$ cat src/rtl/gh_uart_pkg.sv
// -----------------------------------------------------------------------------
// gh_uart_pkg
//
// Shared definitions for the UART transmit/receive arbitration blocks.
//
// Contents:
//   ARB_MAX_REQ    - largest number of requesters any arbiter may be built for
//   ARB_IDX_W      - width of a requester index / round-robin pointer
//   t_arb_state_e  - states of the packet-level TX arbiter
//   onehot_to_idx  - converts a one-hot requester vector into its index
// -----------------------------------------------------------------------------
package gh_uart_pkg;

    localparam int ARB_MAX_REQ = 8;
    localparam int ARB_IDX_W   = 3;

    typedef enum logic [2:0] {
        IDLE    = 3'd0,
        SEND    = 3'd1,
        DRAIN   = 3'd2,
        GAP     = 3'd3,
        RELEASE = 3'd4
    } t_arb_state_e;

    // OR-reduction encoder: exact for one-hot inputs, returns 0 for all-zero.
    function automatic logic [ARB_IDX_W-1:0] onehot_to_idx(
        input logic [ARB_MAX_REQ-1:0] oh
    );
        logic [ARB_IDX_W-1:0] idx;
        idx = '0;
        for (int i = 0; i < ARB_MAX_REQ; i++) begin
            if (oh[i]) begin
                idx = idx | ARB_IDX_W'(i);
            end
        end
        return idx;
    endfunction

endpackage

$ cat src/rtl/gh_rr_arbiter.sv
// -----------------------------------------------------------------------------
// gh_rr_arbiter
//
// Combinational round-robin pick: finds the first asserted request at or after
// the pointer position, wrapping modulo NUM_REQ.
//
// Parameters:
//   NUM_REQ - number of request lines (2..ARB_MAX_REQ)
//
// Ports:
//   req  in  NUM_REQ    request vector
//   ptr  in  ARB_IDX_W  index that has highest priority; must be < NUM_REQ
//   win  out NUM_REQ    one-hot winner, all-zero when no request
//   any  out 1          at least one request is asserted
// -----------------------------------------------------------------------------
module gh_rr_arbiter
    import gh_uart_pkg::*;
#(
    parameter int NUM_REQ = 4
) (
    input  logic [NUM_REQ-1:0]   req,
    input  logic [ARB_IDX_W-1:0] ptr,
    output logic [NUM_REQ-1:0]   win,
    output logic                 any
);

    always_comb begin
        int idx;
        win = '0;
        any = 1'b0;
        idx = 0;
        // Walk the requesters in priority order starting at ptr; the first
        // hit wins and masks every later candidate.
        for (int off = 0; off < NUM_REQ; off++) begin
            idx = int'(ptr) + off;
            if (idx >= NUM_REQ) begin
                idx = idx - NUM_REQ;
            end
            if (!any && req[idx]) begin
                win[idx] = 1'b1;
                any      = 1'b1;
            end
        end
    end

endmodule

$ cat src/rtl/gh_uart_tx_arbiter.sv
// -----------------------------------------------------------------------------
// gh_uart_tx_arbiter
//
// Shares one gh_uart_tx_8bit transmitter between NUM_REQ byte-stream
// requesters. Ownership is granted per packet (round robin) and held until the
// packet's last byte has left the transmitter, so packets never interleave on
// the serial line. After the last byte is read, the grant is released once the
// transmitter reports idle, optionally followed by GAP_CYCLES quiet cycles.
//
// Requester handshake: a byte transfers on a rising clk edge where
// req_valid[i] and req_ready[i] are both high. req_ready is combinational and
// only ever asserted for the current owner. Transmitter handshake: tx_d is
// offered while tx_d_ryn is low; a one-cycle tx_read pulse consumes it.
//
// Parameters:
//   NUM_REQ    - number of requesters (2..8)
//   GAP_CYCLES - extra idle cycles between packets (0 = none)
//
// Ports:
//   clk         in  1          clock
//   rst         in  1          synchronous active-high reset
//   req_valid   in  NUM_REQ    requester i presents a byte
//   req_data    in  8*NUM_REQ  byte of requester i at [8i+7:8i]
//   req_last    in  NUM_REQ    byte ends requester i's packet
//   req_ready   out NUM_REQ    byte accepted this cycle (one-hot or zero)
//   grant       out NUM_REQ    registered one-hot packet owner
//   tx_d        out 8          byte to the transmitter
//   tx_d_ryn    out 1          active-low data ready to the transmitter
//   tx_read     in  1          transmitter consumed tx_d (pulse)
//   tx_busyn    in  1          transmitter idle (active high)
//   dbg_state   out 3          current arbiter state (t_arb_state_e)
//   dbg_rr_ptr  out ARB_IDX_W  current round-robin pointer
// -----------------------------------------------------------------------------
module gh_uart_tx_arbiter
    import gh_uart_pkg::*;
#(
    parameter int NUM_REQ    = 4,
    parameter int GAP_CYCLES = 0
) (
    input  logic                   clk,
    input  logic                   rst,
    input  logic [NUM_REQ-1:0]     req_valid,
    input  logic [8*NUM_REQ-1:0]   req_data,
    input  logic [NUM_REQ-1:0]     req_last,
    output logic [NUM_REQ-1:0]     req_ready,
    output logic [NUM_REQ-1:0]     grant,
    output logic [7:0]             tx_d,
    output logic                   tx_d_ryn,
    input  logic                   tx_read,
    input  logic                   tx_busyn,
    output logic [2:0]             dbg_state,
    output logic [ARB_IDX_W-1:0]   dbg_rr_ptr
);

    localparam int GAP_W = (GAP_CYCLES > 1) ? $clog2(GAP_CYCLES) : 1;
    localparam logic [GAP_W-1:0]     GAP_LAST = GAP_W'((GAP_CYCLES > 0) ? (GAP_CYCLES - 1) : 0);
    localparam logic [ARB_IDX_W-1:0] LAST_IDX = ARB_IDX_W'(NUM_REQ - 1);

    t_arb_state_e         state;
    logic [ARB_IDX_W-1:0] owner_idx;
    logic [ARB_IDX_W-1:0] rr_ptr;
    logic [7:0]           hold_data;
    logic                 hold_full;
    logic                 hold_last;
    logic                 drain_first;
    logic [GAP_W-1:0]     gap_cnt;

    logic [NUM_REQ-1:0]   arb_win;
    logic                 arb_any;
    logic [7:0]           own_data;
    logic                 own_last;
    logic                 hold_room;
    logic                 accept;

    gh_rr_arbiter #(
        .NUM_REQ (NUM_REQ)
    ) u_rr (
        .req (req_valid),
        .ptr (rr_ptr),
        .win (arb_win),
        .any (arb_any)
    );

    // Owner's byte and last flag, selected by the one-hot grant.
    always_comb begin
        own_data = '0;
        own_last = 1'b0;
        for (int i = 0; i < NUM_REQ; i++) begin
            if (grant[i]) begin
                own_data = req_data[i*8 +: 8];
                own_last = req_last[i];
            end
        end
    end

    // The hold register can take a byte when it is empty or is being read
    // this very cycle (back-to-back refill). Once the last byte of a packet is
    // held, nothing more is taken until the packet is finished. The state
    // qualifier keeps the owner from being accepted while draining.
    assign hold_room = (~hold_full | tx_read) & ~hold_last;
    assign req_ready = (state == SEND && hold_room) ? (grant & req_valid) : '0;
    assign accept    = |req_ready;

    assign tx_d       = hold_data;
    assign tx_d_ryn   = ~hold_full;
    assign dbg_state  = state;
    assign dbg_rr_ptr = rr_ptr;

    always_ff @(posedge clk) begin
        if (rst) begin
            state       <= IDLE;
            grant       <= '0;
            owner_idx   <= '0;
            rr_ptr      <= '0;
            hold_data   <= 8'h00;
            hold_full   <= 1'b0;
            hold_last   <= 1'b0;
            drain_first <= 1'b0;
            gap_cnt     <= '0;
        end else begin
            case (state)
                IDLE: begin
                    if (arb_any) begin
                        grant     <= arb_win;
                        owner_idx <= onehot_to_idx(ARB_MAX_REQ'(arb_win));
                        state     <= SEND;
                    end
                end

                SEND: begin
                    if (accept) begin
                        hold_data <= own_data;
                        hold_full <= 1'b1;
                        hold_last <= own_last;
                    end else if (tx_read && hold_full) begin
                        // A read with nothing to refill empties the register;
                        // a read of an empty register is a no-op.
                        hold_full <= 1'b0;
                        if (hold_last) begin
                            hold_last   <= 1'b0;
                            drain_first <= 1'b1;
                            state       <= DRAIN;
                        end
                    end
                end

                DRAIN: begin
                    // The transmitter may still report idle in the cycle right
                    // after its read, before it has started shifting the last
                    // byte, so busyn is not trusted in the first DRAIN cycle.
                    if (drain_first) begin
                        drain_first <= 1'b0;
                    end else if (tx_busyn) begin
                        if (GAP_CYCLES == 0) begin
                            state <= RELEASE;
                        end else begin
                            gap_cnt <= '0;
                            state   <= GAP;
                        end
                    end
                end

                GAP: begin
                    if (gap_cnt == GAP_LAST) begin
                        state <= RELEASE;
                    end else begin
                        gap_cnt <= gap_cnt + 1'b1;
                    end
                end

                RELEASE: begin
                    grant  <= '0;
                    rr_ptr <= (owner_idx == LAST_IDX) ? '0 : (owner_idx + 1'b1);
                    state  <= IDLE;
                end

                default: begin
                    state <= IDLE;
                end
            endcase
        end
    end

endmodule

$ cat config.mk
export PLATFORM = sky130hd
export DESIGN_NAME = gh_uart_tx_arbiter
export DESIGN_NICKNAME = d
export VERILOG_FILES = /design/src/rtl/gh_uart_pkg.sv /design/src/rtl/gh_rr_arbiter.sv /design/src/rtl/gh_uart_tx_arbiter.sv
export SDC_FILE = /design/constraint.sdc
export NUM_CORES = 1
export LEC_CHECK = 0
export CAP_MARGIN = 10
export CORE_UTILIZATION = 45
export DETAILED_ROUTE_END_ITERATION = 12
export DONT_BUFFER_PORTS = 1
export PLACE_DENSITY = 0.58
export SYNTH_ARGS = -nofsm -noshare
export SYNTH_HDL_FRONTEND = slang
export SYNTH_HIERARCHICAL = 1
export SYNTH_SLANG_ARGS = --single-unit
$ cat constraint.sdc
create_clock -name clk -period 5.5 [get_ports clk]
set_clock_uncertainty 0.15 [all_clocks]
set_input_delay 0.55 -clock clk [delete_from_list [all_inputs] [get_ports clk]]
set_output_delay 0.55 -clock clk [all_outputs]
set_load 0.03 [all_outputs]
# Word-level counts from Yosys, hierarchy flattened
# Cells that the tools add are included.
# word_totals
register_bits,25
inputBits,44
output_inout_bits,23
word_cells,136
# op_classes
add_sub_neg,9
order_cmp,12
eq_ne,12
mux,63
n_bitwise,8
n_reduce_logical,23
# op_table
operator,n
32-bit by 1-bit greater-or-equal comparator with 1-bit output (second input constant),4
32-bit by 4-bit less-than comparator with 1-bit output (second input constant),4
32-bit two-way mux,4
32-bit by 4-bit greater-or-equal comparator with 1-bit output (second input constant),3
32-bit by 4-bit subtractor with 32-bit output (second input constant),3
8-bit two-way mux,4
1-bit two-way mux,28
3-bit two-way mux,8
4-bit two-way mux,6
2-bit inequality test (second input constant),6
4-bit OR,3
3-bit one-hot mux with 4 select lines,1
3-bit by 2-bit equality test with 1-bit output (second input constant),3
1-bit logical AND,9
3-bit by 2-bit adder with 4-bit output (second input constant),2
1-bit binary-select mux with 2-bit select,4
1-bit demux with 2-bit select,4
4-bit one-hot mux with 2 select lines,1
2-bit AND reduction,4
7-bit AND reduction,1
2-bit nonzero test,3
3-bit by 1-bit adder with 4-bit output (second input constant),1
4-bit bitwise AND,1
2-bit two-way mux,2
other kinds (15),18

# Logic depth before layout (Yosys ltp)
# depth
word_depth,18
mapped_depth,10
depth_no_buf,8

# By module
# The synthesis kept the hierarchy.
# modules_own_cells
module,instances,cells_per_inst,area_each_um2,seq_area_each_um2
gh_uart_tx_arbiter,1,138,1236.2,440.4
gh_rr_arbiter,1,51,474.2,0.0

# Least setup slack after synthesis
# OpenSTA, ideal clock, no wires.
# synth_timing
path_type,register to register
from,reg rr_ptr[0] (netlist: dbg_rr_ptr[0])
to,reg grant[3]
setup_ns,0.128
arrival_ns,2.653
required_time_ns,5.222
slack_ns,2.569
path_stages_with_launch,11
n_path_buf,2
period_less_slack_ns,2.931
cell_sequence,dfxtp_1 buf_6 inv_1 ha_1 buf_2 mux4_1 nand2_1 mux2i_1 a221o_1 a22oi_1 nor2_1
# synth_between
elab_chain_cells,17
word_cells_on_any_way,68
classes_between,7 x add/sub; 12 x order compare; 1 x eq/ne; 34 x mux; 3 x bitwise; 11 x reduce/logical
# synth_rtl
element,line_no,source
start: declaration,gh_uart_tx_arbiter.sv:61,logic [ARB_IDX_W-1:0] rr_ptr;
start signal: assignment,gh_uart_tx_arbiter.sv:173,rr_ptr <= (owner_idx == LAST_IDX) ? '0 : (owner_idx + 1'b1);
branches (longest 14 deep; another with 32-bit by 4-bit subtractor with 32-bit output),--,
4-bit two-way mux *,gh_rr_arbiter.sv:39,if (!any && req[idx]) begin
named net arb_win[3],gh_uart_tx_arbiter.sv:68,logic [NUM_REQ-1:0] arb_win;
4-bit two-way mux *,gh_uart_tx_arbiter.sv:123,if (arb_any) begin
4-bit one-hot mux with 2 select lines *,gh_uart_tx_arbiter.sv:121,case (state)
end signal: assignment,gh_uart_tx_arbiter.sv:124,grant <= arb_win;
end: declaration,gh_uart_tx_arbiter.sv:46,"output logic [NUM_REQ-1:0] grant,"
# Mark *: on every way through the listed nets, which the timed path passes. The select of a mux whose other input is x is not followed.
# A chain may end at the register's enable or synchronous reset.

# Worst setup path after layout
# layout_timing
from,reg rr_ptr[0] (netlist: dbg_rr_ptr[0])
to,reg grant[3]
# layout_between
elab_chain_cells,17
word_cells_on_any_way,68
classes_between,7 x add/sub; 12 x order compare; 1 x eq/ne; 34 x mux; 3 x bitwise; 11 x reduce/logical
# layout_rtl
element,line_no,source
branches (longest 14 deep; another with 32-bit by 4-bit subtractor with 32-bit output),--,
1-bit two-way mux *,gh_rr_arbiter.sv:39,
named net arb_any,gh_uart_tx_arbiter.sv:69,logic arb_any;
2-bit inequality test (no source line) *,--,
2-bit AND reduction (no source line) *,--,
# Marks and branches as above.

==> results.sh <==
export IMPL_status="finished, final reports clean"
export IMPL_max_vdd_drop_mv=0.183
export IMPL_ys_ff_latch=22
export IMPL_syn2layout_area_growth_pct=2.85
export IMPL_io_buffers=0
export IMPL_cts_resized=0
export IMPL_post_synth_main_area_contributors="dfxtp_1 26%, mux2_4 7.9%, ha_1 6.6%"
export IMPL_layout_setup_ws_ns=2.13
export IMPL_post_synth_inst_count=189
export IMPL_final_common_cell="dfxtp_1"
export IMPL_detailedRoute_firstPassIterationCount=4
export IMPL_proportion_of_synthesized_flip_flops_having_asynchronous_set_or_reset_pct=0
export IMPL_synth_top_flop_cell="dfxtp_1"
export IMPL_worstSetupStartpointType="flip-flop"
export IMPL_critical_path_reg2reg_endpoint="grant[3]"
export IMPL_chipWidth_um=63.7
export IMPL_min_period_over_period_pct=61.3
export IMPL_antenna_found_initial=0
export IMPL_core_area_um2=3660
export IMPL_chipHeight_um=63.7
export IMPL_placed_cell_area_um2=1700
export IMPL_synthesized_cell_area_um2=1710
export IMPL_antenna_diode_count=0
export IMPL_cts_hold_bufs=0
export IMPL_finalNonFillerCells=231
export IMPL_layout_filler_cells=351
export IMPL_clock_insertion_delay_worst_skew_ns=0.25
export IMPL_vias_in_the_first_global_route=1291
export IMPL_num_nets_final=237
export IMPL_final_hold_violation_count=0
export IMPL_report_power_total_mw=0.628
export IMPL_num_io_pins=67
export IMPL_gp_congestion=0.826
export IMPL_dieArea_um2=4050
export IMPL_synthesis_area_per_instance_um2=9.05
export IMPL_fin_crit_ns=3.37
export IMPL_drc_errors=0
export IMPL_layout_cells_sized_above_1_pct=14.2
export IMPL_global_route_wire_length_before_repair_um=6190
export IMPL_detailedPlace_worstSlack_ns=2.16
export IMPL_r2r_slack_ns=2.13
export IMPL_timing_max_cap_violations=0
export IMPL_drt_wirelength_per_cell_um=17.1
export IMPL_clock_fmax_mhz=296
export IMPL_end_kind="flip-flop"
export IMPL_cts_htree_levels=1
export IMPL_maxSlewHeadroom_pct=39.8
export IMPL_cts_root_buffer="clkbuf_8"
export IMPL_clock_sink_count=22
export IMPL_max_slew_worst_pin_slew_ns=0.901
export IMPL_synth_largest_area_cell="dfxtp_1"
export IMPL_grt_overflow_total=0
export IMPL_yosys_cell_types_count=51
export IMPL_timing_critical_path_fanout_max=19
export IMPL_tritoncts_num_buffers=3
export IMPL_initial_utilization_pct=46.7
export IMPL_dr_total_vias=1471
export IMPL_pin_count_of_the_biggest_net_entering_global_routing=32
export IMPL_antenna_left=0
export IMPL_synth_top_area_share_pct=25.7
export IMPL_leakagePower_nw=0.643
export IMPL_drt_iter0_markers=88
export IMPL_rows=22
export IMPL_max_clock_path_buffers=2
export IMPL_timing_setup_critical_path_class="flip-flop to flip-flop"
export IMPL_cts_tree="yes"
export IMPL_dpl_cell_count=227
export IMPL_clk_pin_slew_ns=0.08
export IMPL_synth_edf_count=0
export IMPL_rr_startpoint="dbg_rr_ptr[0]"
export IMPL_slew_violations=0
export IMPL_timing_startpoint_of_the_critical_path="dbg_rr_ptr[0]"
export IMPL_cp_endpoint="grant[3]"
export IMPL_reg2regPathDepth=8
export IMPL_cts_setup_buffers=0
export IMPL_final_setup_tns_ns=0
export IMPL_wl_um=3950
export IMPL_avgViaCountPerCell=6.37
export IMPL_hpwl_um=2990
export IMPL_cp_arrival_ns=3.42
export IMPL_grt_util_all_layers_pct=19.4
export IMPL_final_cell_area_um2=1760
export IMPL_pwr_density_cell_nw_per_um2=357
export IMPL_hold_path_class="input port to flip-flop"
export IMPL_mostFrequentLayoutCells="22 x dfxtp_1, 17 x nor2_1, 15 x nand2_1"
export IMPL_synth_seq_area_share_pct=25.7
export IMPL_setup_viol_count_final=0
export IMPL_grt_setup_unrepaired="no"
export IMPL_cp_data_required_time_ns=5.55
export IMPL_yosysWarningCount=6
## synthesized netlist by cell type (2+ instances only)
library cell and instances:
a221oi_1 9, mux2i_1 5, a211oi_1 2, nand2_1 15
mux2_2 3, mux4_1 2, a221o_1 4, buf_1 2
o22ai_1 9, dfxtp_1 22, a22oi_1 4, buf_2 2
nor2b_1 10, a21oi_1 5, mux2_4 9, o32ai_1 2
buf_6 3, ha_1 9, nor2_1 17, clkbuf_1 5
nand3_1 3, inv_1 7, nand2b_1 4, nor3_1 9
## worst max-delay path, cell delays in order, from the launching register on
cell,delay (ns)
dfxtp_1,0.92
inv_1,0.25
ha_1,0.46
or4_1,0.55
a21o_1,0.21
nor4b_2,0.21
a21oi_1,0.34
a22oi_1,0.11
nor2_1,0.11
## per-stage QoR
| stage | util [%] | hold slack, ns |
|---|---|---|
| final | 48.1 | 0.206 |
| after global routing | 48.1 | 0.181 |
| after CTS | 48.1 | 0.195 |
| after detailed placement | 46.5 | 0.309 |
| after global placement | 46.5 | 0.298 |
| after floorplan | - | 0.293 |
## metal layers
layer	wire length, um	vias to the layer above	track usage (%)
met5	0	-	0
met4	46	0	4.55
met3	225	4	4.35
met2	1960	52	32.6
met1	1710	722	24.8
li1	-	693	-
## report_power, final
group	switching, mW	total, mW	leakage, nW	internal [mW]
registers	0.0783	0.267	0.179	0.189
clock network	0.0494	0.113	0.0288	0.0637
logic	0.142	0.248	0.436	0.106
## cell type report
type | instances | area, um2 | area share [%]
Multi-Input combinational cell | 149 | 1170 | 66.7
Sequential cell | 22 | 440 | 25.0
Tap cell | 48 | 60.1 | 3.41
Clock buffer | 4 | 55.1 | 3.13
Inverter | 8 | 30.0 | 1.71
## registers in the layout, summed over array words and instances, names as in the netlist
signal / count
grant: 4
drain_first: 1
hold_last: 1
dbg_state: 3
owner_idx: 2
tx_d: 8
dbg_rr_ptr: 2
hold_full: 1
## worst min path at each step
stage / startpoint / end / cells after the start
floorplan: drain_first / drain_first / 2
global placement: drain_first / drain_first / 2
detailed placement: drain_first / drain_first / 2
CTS: rst / hold_full / 1
global route: rst / hold_full / 1
finish: rst / hold_full / 1
## kinds of logic after synthesis
logic type	Yosys count	synth area share, %
multiplexers	20	16.7
AND/OR/NAND/NOR	66	20.3
buffers and inverters	21	6.29
AO/OA/AOI/OAI	50	24.2
flip-flops	22	25.7
other	1	0.219
adder cells (fa/ha/maj)	9	6.58
Note: power is estimated with default switching activity, not from simulation.
